$ cat src/rtl/adau_cfg_pkg.sv
// Shared types and constants for the ADAU1761 control-port sequencer.
package adau_cfg_pkg;

  typedef enum logic [2:0] {
    IDLE,
    WAKE,
    LOAD,
    SHIFT,
    GAP
  } state_t;

  typedef struct packed {
    logic [15:0] addr;
    logic [7:0]  data;
  } reg_wr_t;

  localparam logic [7:0] CHIP_ADDR   = 8'h00;
  localparam int         FRAME_W     = 32;
  localparam int         WAKE_PULSES = 3;

  // Chip-address byte carries R/W=0 in its LSB, so every frame is a write.
  function automatic logic [FRAME_W-1:0] make_frame(input logic [15:0] addr,
                                                     input logic [7:0]  data);
    return {CHIP_ADDR, addr, data};
  endfunction

endpackage

$ cat src/rtl/adau_init_rom.sv
// Boot-time register table for the codec: clocking, serial port, DAC/mixer routing.
// Purely combinational lookup; indexes beyond the table return a harmless zero write.
module adau_init_rom
  import adau_cfg_pkg::*;
(
  input  logic [7:0] index,
  output reg_wr_t    entry
);

  always_comb begin
    entry = '{addr: 16'h0000, data: 8'h00};
    case (index)
      8'd0:  entry = '{addr: 16'h4000, data: 8'h01};
      8'd1:  entry = '{addr: 16'h4015, data: 8'h01};
      8'd2:  entry = '{addr: 16'h4016, data: 8'h00};
      8'd3:  entry = '{addr: 16'h4017, data: 8'h00};
      8'd4:  entry = '{addr: 16'h401C, data: 8'h21};
      8'd5:  entry = '{addr: 16'h401E, data: 8'h41};
      8'd6:  entry = '{addr: 16'h4023, data: 8'hE7};
      8'd7:  entry = '{addr: 16'h4024, data: 8'hE7};
      8'd8:  entry = '{addr: 16'h4025, data: 8'hE7};
      8'd9:  entry = '{addr: 16'h4026, data: 8'hE7};
      8'd10: entry = '{addr: 16'h4029, data: 8'h03};
      8'd11: entry = '{addr: 16'h402A, data: 8'h03};
      8'd12: entry = '{addr: 16'h402B, data: 8'h00};
      8'd13: entry = '{addr: 16'h40F2, data: 8'h01};
      8'd14: entry = '{addr: 16'h40F9, data: 8'h7F};
      8'd15: entry = '{addr: 16'h40FA, data: 8'h03};
      default: entry = '{addr: 16'h0000, data: 8'h00};
    endcase
  end

endmodule

$ cat src/rtl/adau_spi_cfg_ctrl.sv
// ADAU1761 control-port sequencer: wake into SPI mode, stream the init table, then host writes.
// Host accepted 1 cycle -> CLATCH low; req_ready held low while busy or before init completes.
module adau_spi_cfg_ctrl
  import adau_cfg_pkg::*;
#(
  parameter int CLK_DIV    = 8,
  parameter int GAP_CYCLES = 16,
  parameter int NUM_INIT   = 16
) (
  input  logic        clk,
  input  logic        reset,
  input  logic        start,
  input  logic        req_valid,
  output logic        req_ready,
  input  logic [15:0] req_addr,
  input  logic [7:0]  req_data,
  output logic        busy,
  output logic        init_done,
  output logic        ac_clatch,
  output logic        ac_cdata,
  output logic        ac_cclk
);

  localparam int             CNT_W     = 16;
  localparam logic [CNT_W-1:0] DIV_LAST  = CNT_W'(CLK_DIV - 1);
  localparam logic [CNT_W-1:0] GAP_LAST  = CNT_W'(GAP_CYCLES - 1);
  localparam logic [4:0]     WAKE_LAST = 5'(2 * WAKE_PULSES - 1);
  localparam logic [4:0]     BIT_LAST  = 5'(FRAME_W - 1);
  localparam logic [7:0]     LAST_IDX  = 8'(NUM_INIT - 1);

  state_t             state_q, state_d;
  logic [CNT_W-1:0]   div_q, div_d;
  logic [4:0]         bit_q, bit_d;
  logic [7:0]         idx_q, idx_d;
  logic [FRAME_W-1:0] sr_q, sr_d;
  logic               src_host_q, src_host_d;
  logic               init_done_q, init_done_d;
  logic               clatch_q, clatch_d;
  logic               cclk_q, cclk_d;

  logic [7:0]         rom_idx;
  reg_wr_t            rom_ent;
  logic [FRAME_W-1:0] rom_frame;
  logic [FRAME_W-1:0] host_frame;

  // The ROM is addressed by the entry about to be loaded, not the one just sent.
  assign rom_idx    = (state_q == GAP) ? idx_q + 8'd1 : 8'd0;
  assign rom_frame  = make_frame(rom_ent.addr, rom_ent.data);
  assign host_frame = make_frame(req_addr, req_data);

  adau_init_rom u_rom (
    .index (rom_idx),
    .entry (rom_ent)
  );

  assign req_ready = (state_q == IDLE) && init_done_q && !start;
  assign busy      = (state_q != IDLE);
  assign init_done = init_done_q;
  assign ac_clatch = clatch_q;
  assign ac_cclk   = cclk_q;
  assign ac_cdata  = sr_q[FRAME_W-1];

  always_comb begin
    state_d     = state_q;
    div_d       = div_q;
    bit_d       = bit_q;
    idx_d       = idx_q;
    sr_d        = sr_q;
    src_host_d  = src_host_q;
    init_done_d = init_done_q;
    clatch_d    = clatch_q;
    cclk_d      = cclk_q;

    case (state_q)
      IDLE: begin
        if (start) begin
          state_d     = WAKE;
          init_done_d = 1'b0;
          idx_d       = 8'd0;
          div_d       = '0;
          bit_d       = '0;
          clatch_d    = 1'b0;
        end else if (req_valid && req_ready) begin
          state_d    = LOAD;
          src_host_d = 1'b1;
          sr_d       = host_frame;
          clatch_d   = 1'b0;
        end
      end

      // bit_q counts CLATCH half-periods here; odd half-periods are high.
      WAKE: begin
        if (div_q == DIV_LAST) begin
          div_d = '0;
          if (bit_q == WAKE_LAST) begin
            if (NUM_INIT == 0) begin
              state_d     = IDLE;
              init_done_d = 1'b1;
            end else begin
              state_d    = LOAD;
              src_host_d = 1'b0;
              sr_d       = rom_frame;
              clatch_d   = 1'b0;
            end
          end else begin
            bit_d    = bit_q + 5'd1;
            clatch_d = ~clatch_q;
          end
        end else begin
          div_d = div_q + 1'b1;
        end
      end

      LOAD: begin
        state_d = SHIFT;
        div_d   = '0;
        bit_d   = '0;
        cclk_d  = 1'b0;
      end

      SHIFT: begin
        if (div_q == DIV_LAST) begin
          div_d = '0;
          if (!cclk_q) begin
            cclk_d = 1'b1;
          end else if (bit_q == BIT_LAST) begin
            state_d  = GAP;
            clatch_d = 1'b1;
            sr_d     = '0;
          end else begin
            bit_d  = bit_q + 5'd1;
            sr_d   = {sr_q[FRAME_W-2:0], 1'b0};
            cclk_d = 1'b0;
          end
        end else begin
          div_d = div_q + 1'b1;
        end
      end

      GAP: begin
        if (div_q == GAP_LAST) begin
          div_d = '0;
          if (src_host_q) begin
            state_d = IDLE;
          end else if (idx_q == LAST_IDX) begin
            state_d     = IDLE;
            init_done_d = 1'b1;
          end else begin
            state_d  = LOAD;
            idx_d    = idx_q + 8'd1;
            sr_d     = rom_frame;
            clatch_d = 1'b0;
          end
        end else begin
          div_d = div_q + 1'b1;
        end
      end

      default: state_d = IDLE;
    endcase
  end

  always_ff @(posedge clk) begin
    if (reset) begin
      state_q     <= IDLE;
      div_q       <= '0;
      bit_q       <= '0;
      idx_q       <= '0;
      sr_q        <= '0;
      src_host_q  <= 1'b0;
      init_done_q <= 1'b0;
      clatch_q    <= 1'b1;
      cclk_q      <= 1'b1;
    end else begin
      state_q     <= state_d;
      div_q       <= div_d;
      bit_q       <= bit_d;
      idx_q       <= idx_d;
      sr_q        <= sr_d;
      src_host_q  <= src_host_d;
      init_done_q <= init_done_d;
      clatch_q    <= clatch_d;
      cclk_q      <= cclk_d;
    end
  end

endmodule

$ cat config.mk
export PLATFORM = sky130hd
export DESIGN_NAME = adau_spi_cfg_ctrl
export DESIGN_NICKNAME = d
export VERILOG_FILES = /design/src/rtl/adau_cfg_pkg.sv /design/src/rtl/adau_init_rom.sv /design/src/rtl/adau_spi_cfg_ctrl.sv
export SDC_FILE = /design/constraint.sdc
export NUM_CORES = 1
export LEC_CHECK = 0
export CAP_MARGIN = 20
export CELL_PAD_IN_SITES_DETAIL_PLACEMENT = 1
export CELL_PAD_IN_SITES_GLOBAL_PLACEMENT = 1
export CORE_ASPECT_RATIO = 1.25
export CORE_MARGIN = 2
export CORE_UTILIZATION = 35
export DETAILED_ROUTE_END_ITERATION = 12
export HOLD_SLACK_MARGIN = 0.12
export PLACE_DENSITY = 0.65
export SYNTH_ARGS = -nofsm -noshare
export SYNTH_HDL_FRONTEND = slang
export SYNTH_SLANG_ARGS = --single-unit
$ cat constraint.sdc
create_clock -name clk -period 5.7 [get_ports clk]
set_input_delay 1.14 -clock clk [delete_from_list [all_inputs] [get_ports clk]]
set_output_delay 1.14 -clock clk [all_outputs]
set_load 0.01 [all_outputs]
==> results.rst <==
.. list-table::
   :header-rows: 1

   * - Metric
     - Value
   * - Critical path cell sequence
     - clkdlybuf4s50_1 -> nor4_1 -> and2_1 -> clkdlybuf4s50_1
   * - Clock buffers created by TritonCTS
     - 9
   * - Post-detail-place hpwl
     - 8336 µm
   * - Static Leak
     - 1.635 nW
   * - Share of flip-flops with an asynchronous set or reset
     - 0%
   * - Mean cell area of the mapped netlist
     - 8.035 µm²
   * - Number of iterations in the first detailed-routing pass
     - 4
   * - Number of cells upsized or downsized after cts
     - 0
   * - Type of element launching the critical path
     - primary input
   * - Remaining DRCs
     - 0
   * - Post-detailed-routing wire length
     - 12040 µm
   * - Worst Setup End Kind
     - output pin
   * - Global-route wire length before repair
     - 20500 µm
   * - Final layout net count
     - 555
   * - Cell type contributing the most total cell area after synthesis
     - sky130_fd_sc_hd__dfxtp_1
   * - Area delta synth->final
     - 16.47%
   * - Number of diodes
     - 0
   * - Placer congestion estimate
     - 0.7821
   * - Max stage delay on crit path
     - 0.68 ns
   * - Number of placed I/O pins
     - 34
   * - Ranking of synthesized cells by area
     - sky130_fd_sc_hd__dfxtp_1 34%, sky130_fd_sc_hd__nor2_1 5.9%, sky130_fd_sc_hd__nand2_1 4.8%
   * - Detailed-route wire length per cell
     - 18.30 µm
   * - Number of global-route vias before repair
     - 4019
   * - Number of enable-type register cells in the synthesized netlist
     - 0
   * - Post-synthesis instance total
     - 503
   * - Number of standard-cell rows in the floorplan
     - 43
   * - Crit path required time
     - 4.56 ns
   * - Data arrival time of the critical path
     - 3.10 ns
   * - Source-to-sink clock delay at the later pin of the worst-skew pair
     - 0.34 ns
   * - CP max FO
     - 5
   * - Netlist Area Pre-Place
     - 0.004041 mm²
   * - Synth Register Bits
     - 68
   * - Area of all placed cells without fillers
     - 0.004707 mm²
   * - CORE AREA
     - 0.01119 mm²
   * - Share of the core filled with cells in the final layout
     - 42.06%
   * - Outcome
     - finished clean
   * - Area share of the largest cell type after synthesis
     - 33.68%
   * - Flop pwr share
     - 38.2%
   * - Most used standard cell by instance count after synthesis
     - sky130_fd_sc_hd__dfxtp_1
   * - Quantity of hold-fixing buffers added after cts
     - 0
   * - Via count
     - 3874
   * - Final Max Tran Viols
     - 0
   * - Vias per std cell
     - 5.888
   * - Syn_nets
     - 540
   * - Die boundary width
     - 100.1 µm
   * - CTS tree
     - built
   * - TritonCTS Sinks
     - 68
   * - Setup tns final
     - 0 ns
   * - Setup CP Type
     - primary input to output pin
   * - Drt first-iter violations
     - 225
   * - WHS Path Cells
     - 2
   * - Starting density of the core
     - 36.11%
   * - Number of H-tree levels
     - 3
   * - Power density of the placed cells
     - 308.9 mW/mm²
   * - Die area
     - 0.01243 mm²
   * - Slowest CP cell
     - sky130_fd_sc_hd__nor4_1
   * - Most frequent cells after synthesis
     - 68 x sky130_fd_sc_hd__dfxtp_1, 63 x sky130_fd_sc_hd__nor2_1, 52 x sky130_fd_sc_hd__nand2_1, 36 x sky130_fd_sc_hd__a21oi_1, 22 x sky130_fd_sc_hd__o21ai_0
   * - Highest clock frequency the design can meet
     - 0.2360 GHz
   * - Synth warn
     - 0
   * - Final critical path time including I/O delays and setup
     - 4.237 ns
   * - Most used DFF post-synth
     - sky130_fd_sc_hd__dfxtp_1
   * - Share of post-route cells with drive strength above 1
     - 8.222%
   * - Placement-stage worst setup slack
     - 1.467 ns
   * - Die height
     - 124.1 µm
   * - Antenna violations before repair
     - 0
   * - Worst path most repeated cell
     - sky130_fd_sc_hd__clkdlybuf4s50_1
   * - Final setup violation count
     - 0
   * - Largest net degree at the start of global routing
     - 43
   * - Cells on worst reg2reg path
     - 8
   * - Relative max-transition margin
     - 41.27%
   * - Maximum root-to-sink buffer count
     - 2
   * - Combinational Power Share
     - 19.4%
   * - Slew of the pin with the lowest slew margin
     - 0.8809 ns
   * - VDD IR-drop max
     - 0.0001375 V
   * - Total placed instance area
     - 0.004382 mm²
   * - Share of the cycle needed by the critical path after routing
     - 74.33%
   * - Switching power share of the total
     - 29.72%
   * - Count of input and output buffers
     - 33
   * - Clock root buffer master
     - sky130_fd_sc_hd__clkbuf_16
   * - Final antenna-violating net count
     - 0
   * - Internal Pwr Total
     - 1.022 mW
   * - Grt total ovfl
     - 0
   * - Reported max-cap violation count
     - 0
   * - Unique cell type count in the Yosys netlist
     - 70
   * - Share of the yosys chip area belonging to registers
     - 33.68%
   * - Net switching power
     - 0.4322 mW
   * - Clock slew at reported path FFs
     - 0.06 ns
   * - Worst Hold Slack
     - 0.4568 ns
   * - All-layer global routing usage
     - 20.66%
   * - Worst Clk Skew
     - 0.007356 ns
   * - RSZ-0062 raised after global routing
     - false
   * - Final hold violation count
     - 0
   * - Fin worst setup slack
     - 1.463 ns
   * - Hold Path Class
     - register to register
   * - Clock group share of total power
     - 42.4%
   * - Post-CTS setup buffer count
     - 0
-- routing by layer --
layer	vias to the layer above	part of all wire, %	GRT usage [%]
met1	1932	47	26.40
li1	1891	-	-
met5	-	0	0
met2	42	50	36.11
met4	0	1.1	5.565
met3	9	2.1	3.423
-- path summary, 6_finish.rpt --
kind / start / endpoint / slack (ns)
min reg2reg: sr_q[28]$_SDFFE_PP0P_ / sr_q[28]$_SDFFE_PP0P_ / 0.46
max reg2reg: state_q[2]$_SDFFE_PP0P_ / sr_q[2]$_SDFFE_PP0P_ / 2.81
min: sr_q[28]$_SDFFE_PP0P_ / sr_q[28]$_SDFFE_PP0P_ / 0.46
max: start / req_ready / 1.46
-- cell families after synthesis --
group | count (synthesis) | share of synthesized area [%]
buffers and inverters | 47 | 6.068
AO/OA/AOI/OAI | 133 | 23.47
flip-flops | 68 | 33.68
XOR/XNOR | 20 | 4.334
AND/OR/NAND/NOR | 223 | 28.92
adder cells (fa/ha/maj) | 9 | 2.786
multiplexers | 3 | 0.7431
-- cells in the final DEF, fill, tap and decap left out, types with 4 or more instances in the layout --
master                             n
sky130_fd_sc_hd__o31ai_1           4
sky130_fd_sc_hd__and3_1           15
sky130_fd_sc_hd__nand3_1          21
sky130_fd_sc_hd__ha_1              9
sky130_fd_sc_hd__a21oi_1          36
sky130_fd_sc_hd__a211oi_1         10
sky130_fd_sc_hd__clkdlybuf4s50_1  32
sky130_fd_sc_hd__nand2_1          52
sky130_fd_sc_hd__clkbuf_16         9
sky130_fd_sc_hd__nand2b_1          8
sky130_fd_sc_hd__nor3_1           14
sky130_fd_sc_hd__buf_4             5
sky130_fd_sc_hd__a221oi_1         13
sky130_fd_sc_hd__o21ai_0          22
sky130_fd_sc_hd__xnor2_1           9
sky130_fd_sc_hd__o211ai_1          6
sky130_fd_sc_hd__nor4_1            4
sky130_fd_sc_hd__nand4_1          11
sky130_fd_sc_hd__dfxtp_1          68
sky130_fd_sc_hd__nor2_1           63
sky130_fd_sc_hd__or3_1             7
sky130_fd_sc_hd__inv_1            13
sky130_fd_sc_hd__xor2_1           11
sky130_fd_sc_hd__o21a_1            4
-- layout make-up --
class | count | area [µm²]
fill | 1331 | 6484
multi-input combinational | 388 | 2440
sequential | 68 | 1361
timing repair buffer | 38 | 362.8
clock buffer | 10 | 239.0
tap | 135 | 168.9
clock inverter | 6 | 86.33
inverter | 13 | 48.80
-- state kept, by name (all words and copies together), names as in the netlist --
name        count
ac_clatch       1
sr_q           32
src_host_q      1
div_q          16
bit_q           5
ac_cclk         1
idx_q           8
init_done       1
state_q         3
-- critical path: cells and delay by family --
kind / cells / cell delay, ns
and+or+nand+nor: 2 / 0.91
buffers and inverters: 2 / 1.04
-- power by group through the flow --
stage	logic, mW	clock network, mW	registers (mW)
4_1_cts	0.287	0.633	0.556
3_5_place_dp	0.284	0	0.566
5_1_grt	0.321	0.650	0.562
6_report	0.282	0.616	0.556
3_3_place_gp	0.278	0	0.564
2_1_floorplan	0.223	0	0.548
-- stage by stage --
step,std cells,power (mW)
finish,658,1.454
detailed placement,642,0.8505
floorplan,503,0.7711
CTS,658,1.477
global placement,642,0.8422
global route,658,1.532
Power figures use the tool's default switching activity.
